[src/rtl/adj_osd_overlay.sv]
// rtl/adj_osd_overlay.sv - contrast/brightness OSD bar overlay, 2-cycle pixel pipeline.
// Optional OSD_BLEND_EN: unfilled bar background is the input pixel halved instead of solid grey.
module adj_osd_overlay #(
  parameter int H_ACTIVE    = 1280,
  parameter int V_ACTIVE    = 720,
  parameter int BAR_X0      = 64,
  parameter int BAR_Y0      = 600,
  parameter int BAR_H       = 16,
  parameter int BAR_GAP     = 8,
  parameter int SHOW_FRAMES = 120
) (
  input  logic        clk_74,
  input  logic        rst,
  input  logic        vs_i,
  input  logic        hs_i,
  input  logic        de_i,
  input  logic [23:0] rgb_i,
  input  logic [7:0]  contrast,
  input  logic [7:0]  bright,
  input  logic        upd,
  output logic        vs_o,
  output logic        hs_o,
  output logic        de_o,
  output logic [23:0] rgb_o,
  output logic        osd_active
);

  localparam int TW = $clog2(SHOW_FRAMES + 1);
  localparam logic [TW-1:0] T_LOAD = TW'(SHOW_FRAMES);
  localparam logic [TW-1:0] T_ONE  = TW'(1);

  localparam logic [12:0] X_LO  = 13'(BAR_X0);
  localparam logic [12:0] X_HI  = 13'(BAR_X0 + 1024);
  localparam logic [12:0] X_LIM = 13'(H_ACTIVE);
  localparam logic [11:0] YC_LO = 12'(BAR_Y0);
  localparam logic [11:0] YC_HI = 12'(BAR_Y0 + BAR_H);
  localparam logic [11:0] YB_LO = 12'(BAR_Y0 + BAR_H + BAR_GAP);
  localparam logic [11:0] YB_HI = 12'(BAR_Y0 + 2 * BAR_H + BAR_GAP);
  localparam logic [11:0] Y_LIM = 12'(V_ACTIVE);

  typedef enum logic {IDLE, SHOW} state_t;
  typedef enum logic [1:0] {SEL_PASS, SEL_BG, SEL_FILL_C, SEL_FILL_B} sel_t;

  state_t         state;
  logic [TW-1:0]  timer;
  logic [11:0]    x;
  logic [10:0]    y;
  logic           de_q;
  logic           vs_q;
  logic [7:0]     con_q;
  logic [7:0]     bri_q;

  logic           vs1, hs1, de1;
  logic [23:0]    rgb1;
  sel_t           sel1;

  logic           vs_rise;
  logic           de_fall;
  logic [12:0]    xe;
  logic [11:0]    ye;
  logic [12:0]    dx;
  logic           in_x, in_c, in_b;
  logic           fill_c, fill_b;
  sel_t           sel_d;
  logic [23:0]    bg;

  assign vs_rise = vs_i & ~vs_q;
  assign de_fall = de_q & ~de_i;

  // Position counters and frame-stable copies of the adjustment values
  always_ff @(posedge clk_74 or posedge rst) begin
    if (rst) begin
      de_q  <= 1'b0;
      vs_q  <= 1'b0;
      x     <= '0;
      y     <= '0;
      con_q <= '0;
      bri_q <= '0;
    end else begin
      de_q <= de_i;
      vs_q <= vs_i;
      if (de_i) begin
        if (x != 12'hFFF)
          x <= x + 12'd1;
      end else if (de_q) begin
        x <= '0;
      end
      if (vs_rise)
        y <= '0;
      else if (de_fall && y != 11'h7FF)
        y <= y + 11'd1;
      if (vs_rise) begin
        con_q <= contrast;
        bri_q <= bright;
      end
    end
  end

  // A key event always reloads the display timer, even on a vsync edge
  always_ff @(posedge clk_74 or posedge rst) begin
    if (rst) begin
      state <= IDLE;
      timer <= '0;
    end else if (upd) begin
      state <= SHOW;
      timer <= T_LOAD;
    end else if (state == SHOW && vs_rise) begin
      if (timer <= T_ONE) begin
        state <= IDLE;
        timer <= '0;
      end else begin
        timer <= timer - T_ONE;
      end
    end
  end

  assign osd_active = (state == SHOW);

  assign xe = {1'b0, x};
  assign ye = {1'b0, y};
  assign dx = xe - X_LO;

  assign in_x   = (xe >= X_LO) && (xe < X_HI) && (xe < X_LIM);
  assign in_c   = in_x && (ye >= YC_LO) && (ye < YC_HI) && (ye < Y_LIM);
  assign in_b   = in_x && (ye >= YB_LO) && (ye < YB_HI) && (ye < Y_LIM);
  assign fill_c = dx < {3'b000, con_q, 2'b00};
  assign fill_b = dx < {3'b000, bri_q, 2'b00};

  always_comb begin
    sel_d = SEL_PASS;
    if (state == SHOW && de_i) begin
      if (in_c)
        sel_d = fill_c ? SEL_FILL_C : SEL_BG;
      else if (in_b)
        sel_d = fill_b ? SEL_FILL_B : SEL_BG;
    end
  end

  always_ff @(posedge clk_74 or posedge rst) begin
    if (rst) begin
      vs1  <= 1'b0;
      hs1  <= 1'b0;
      de1  <= 1'b0;
      rgb1 <= '0;
      sel1 <= SEL_PASS;
    end else begin
      vs1  <= vs_i;
      hs1  <= hs_i;
      de1  <= de_i;
      rgb1 <= rgb_i;
      sel1 <= sel_d;
    end
  end

`ifdef OSD_BLEND_EN
  assign bg = {1'b0, rgb1[23:17], 1'b0, rgb1[15:9], 1'b0, rgb1[7:1]};
`else
  assign bg = 24'h202020;
`endif

  always_ff @(posedge clk_74 or posedge rst) begin
    if (rst) begin
      vs_o  <= 1'b0;
      hs_o  <= 1'b0;
      de_o  <= 1'b0;
      rgb_o <= '0;
    end else begin
      vs_o <= vs1;
      hs_o <= hs1;
      de_o <= de1;
      case (sel1)
        SEL_BG:     rgb_o <= bg;
        SEL_FILL_C: rgb_o <= 24'hFFFFFF;
        SEL_FILL_B: rgb_o <= 24'hFFFF00;
        default:    rgb_o <= rgb1;
      endcase
    end
  end

endmodule

[config.mk]
export PLATFORM = sky130hd
export DESIGN_NAME = adj_osd_overlay
export DESIGN_NICKNAME = d
export VERILOG_FILES = /design/src/rtl/adj_osd_overlay.sv
export SDC_FILE = /design/constraint.sdc
export NUM_CORES = 1
export LEC_CHECK = 0
export CAP_MARGIN = 25
export CORE_MARGIN = 2
export CORE_UTILIZATION = 53
export CTS_BUF_LIST = sky130_fd_sc_hd__clkbuf_8 sky130_fd_sc_hd__clkbuf_16
export DETAILED_ROUTE_END_ITERATION = 6
export PLACE_DENSITY = 0.78
export SLEW_MARGIN = 20
export SYNTH_ARGS = -nofsm -noshare
export SYNTH_HDL_FRONTEND = slang
export SYNTH_SLANG_ARGS = --single-unit
export TNS_END_PERCENT = 50
[constraint.sdc]
create_clock -name clk_74 -period 3.6 [get_ports clk_74]
set_input_delay 0.36 -clock clk_74 [delete_from_list [all_inputs] [get_ports clk_74]]
set_output_delay 0.36 -clock clk_74 [all_outputs]
set_load 0.1 [all_outputs]
==> out/qor.yml <==
synthesis:
  synth-edff-count: 0
  yosys.area_share.simple: 0.197
  synth_area_mm2: 0.00454
  synth_flop_cell: "dfrtp_1"
  synth_top_family_by_area: "simple AND/OR/NAND/NOR gates"
  synth-compound-area-share: 0.0870
  yosysSeqAreaShare: 0.567
  avgSynthCellArea_um2: 10.3
  syn_nets: 512
  yosysTopAreaCellShare: 0.567
  synth.distinct_cells: 47
  syn_inst: 441
  ys_ff_latch: 103
  yosys-top-cells-area: "dfrtp_1 57%, ha_1 6.9%, nand2_1 6.5%, o21ai_0 3.1%, nor2_1 2.5%"
  synthAdderAreaFrac: 0.0689
  ys_warn_count: 0
  synth_top_cell_by_area: "dfrtp_1"
  synth-xor-area-share: 0.0212
  synth.area.mux_share: 0.0162
  synth_async_sr_flop_share: 1.00
min_path:
  hold_path_class: "flop to flop"
global_routing:
  groute.usage.overall: 0.205
  grt_max_degree: 104
  antenna_found_initial: 0
  grt_pass1_wl_mm: 14.7
  gr-total-overflow: 0
  grt_pass1_vias: 3134
cells_and_area:
  utilization: 0.672
  drive_above_1_share: 0.0642
  nFillCells: 648
  antenna_cells: 0
  layout_common_cells: "103 x dfrtp_1, 79 x nand2_1, 73 x clkdlybuf4s50_1"
  area_delta_synth_final_pct: 22.1
  final_common_cell: "dfrtp_1"
  nets: 580
worst_setup_path:
  critPathTopFamily: "compound AO/OA/AOI/OAI gates"
  cp-start-kind: "flop"
  cp_slowest_cell: "dfrtp_1"
  rr_endpoint: "sel1[1]$_DFF_PP0_"
  slowest_delay_ns: 0.51
  criticalPathCategory: "flop to flop"
  crit_fanout: 10
  r2r-start: "x[6]$_DFFE_PP0P_"
  cp-end-kind: "flop"
  startpoint: "x[6]$_DFFE_PP0P_"
  crit_buf_inv: 1
  r2r_slack_ns: 1.20
  cp.required_ns: 3.87
  crit_end: "sel1[1]$_DFF_PP0_"
  crit_chain: "inv_1 -> ha_1 -> xor2_1 -> ha_1 -> a21o_1 -> a211o_1 -> a211o_1 -> a211oi_2"
  arrival_ns: 2.67
  path_depth: 8
  reg2reg_depth: 8
sta:
  relSlewSlack: 0.348
  timing.final.ws_setup_ns: 1.20
  worst_pin_slew_ns: 0.974
  finalSetupViolations: 0
  fin_crit_ns: 2.40
  fin_worst_skew_ns: 0.0139
  slew_viol_final: 0
  hold_ws_ns: 0.358
  finalHoldViolCount: 0
  min_period_over_period: 0.665
  rsz0062_at_grt: "false"
  max_freq_ghz: 0.418
  tns_ns: 0
die:
  core-area_mm2: 0.00826
  die_area_mm2: 0.00933
  rows: 33
  fp.dieW_um: 96.6
  start_util: 0.550
  die_h_um: 96.6
  ioPinCount: 74
power_and_ir_drop:
  power_density_mw_per_mm2: 419
  total_power_w: 0.00232
  total_leakage_power_nw: 2.51
  ir_drop_mv: 0.250
placement:
  gp_congestion: 0.853
  pre_cts_slack_ns: 1.06
  dp_hpwl_mm: 6.08
  io_buffers: 73
cts:
  ctsHoldBuffers: 0
  clkLatencyLatePin_ns: 0.36
  htreeDepth: 3
  clock_sinks: 103
  clk_pin_slew_ns: 0.10
  cts_buffer_depth: 2
  cts_setup_buffers: 0
  cts-resized-gates: 0
  tritoncts: "yes"
  cts_buffers: 9
  root_buffer: "clkbuf_8"
routing:
  drt_first_pass_iters: 5
  antenna_left: 0
  remaining_drc_errors: 0
  vias: 3290
  vias_per_cell: 5.32
  drt_iter0_markers: 120
  wl_per_cell_um: 13.9
  drt_wl_total_mm: 8.63
job:
  maxCapViolCount: 0
status:
  status: "finished, final reports clean"
==> per-layer routing <==
metal,share of wire,track usage
met5,0,0
met4,0.0088,0.0634
met3,0.061,0.0504
met2,0.47,0.329
met1,0.46,0.276
==> synthesized netlist by cell type (all sizes together), types with 2 or more instances <==
master and instances:
nor2b 4, mux2 3, nor2 31, a31oi 5, nor4 5, nand4 9
o21ai 30, and3 5, a211oi 4, nand2b 7, nand3 14, or3 7
clkbuf 16, inv 28, dfrtp 103, mux2i 4, buf 4, a2111oi 2
a21oi 10, ha 25, nand2 79, a21o 3, xor2 3, nor4b 2
and2 3, nor3 14, a211o 3, xnor2 8
==> stage by stage <==
| stage | cells | cell area [µm²] |
|---|---|---|
| 6_report | 619 | 5550 |
| 5_1_grt | 619 | 5550 |
| 4_1_cts | 618 | 5540 |
| 3_5_place_dp | 602 | 5360 |
| 3_3_place_gp | 602 | 5360 |
| 2_1_floorplan | 441 | 4540 |
==> registers in the layout, indices dropped and copies added, names as in the netlist <==
| signal | flops |
|---|---|
| vs_o | 1 |
| rgb1 | 24 |
| con_q | 8 |
| de1 | 1 |
| hs_o | 1 |
| y | 11 |
| x | 12 |
| de_o | 1 |
| rgb_o | 24 |
| bri_q | 8 |
| timer | 7 |
| sel1 | 2 |
| vs1 | 1 |
| osd_active | 1 |
| hs1 | 1 |
==> kinds of logic after synthesis <==
logic type | Yosys count
adder cells (fa/ha/maj) | 25
XOR/XNOR | 11
flip-flops | 103
buffers and inverters | 48
multiplexers | 7
AO/OA/AOI/OAI | 64
AND/OR/NAND/NOR | 183
==> worst min-delay path by stage <==
stage | to | start | cells after the start | slack (ns)
3_3_place_gp | hs_o$_DFF_PP0_ | hs1$_DFF_PP0_ | 0 | 0.33
5_1_grt | hs_o$_DFF_PP0_ | hs1$_DFF_PP0_ | 0 | 0.37
2_1_floorplan | hs_o$_DFF_PP0_ | hs1$_DFF_PP0_ | 0 | 0.33
4_1_cts | hs_o$_DFF_PP0_ | hs1$_DFF_PP0_ | 0 | 0.36
3_5_place_dp | hs_o$_DFF_PP0_ | hs1$_DFF_PP0_ | 0 | 0.34
6_report | hs_o$_DFF_PP0_ | hs1$_DFF_PP0_ | 0 | 0.36
==> layout make-up <==
class	instances	area (µm²)	area share
clock inverters	7	55.1	0.00993
clock buffers	9	124	0.0223
multi-input cells	290	1780	0.320
flip-flops and latches	103	2580	0.465
repair buffers	77	773	0.139
inverters	28	108	0.0194
well taps	105	131	0.0237
==> report_power, final <==
part | switching, W | internal, W | total [W]
combinational | 0.000245 | 0.000140 | 0.000385
clock | 0.000397 | 0.000259 | 0.000656
sequential | 0.0000517 | 0.00123 | 0.00128
total | 0.000694 | 0.00163 | 0.00232
No activity file was read; power rests on OpenSTA's default activity.
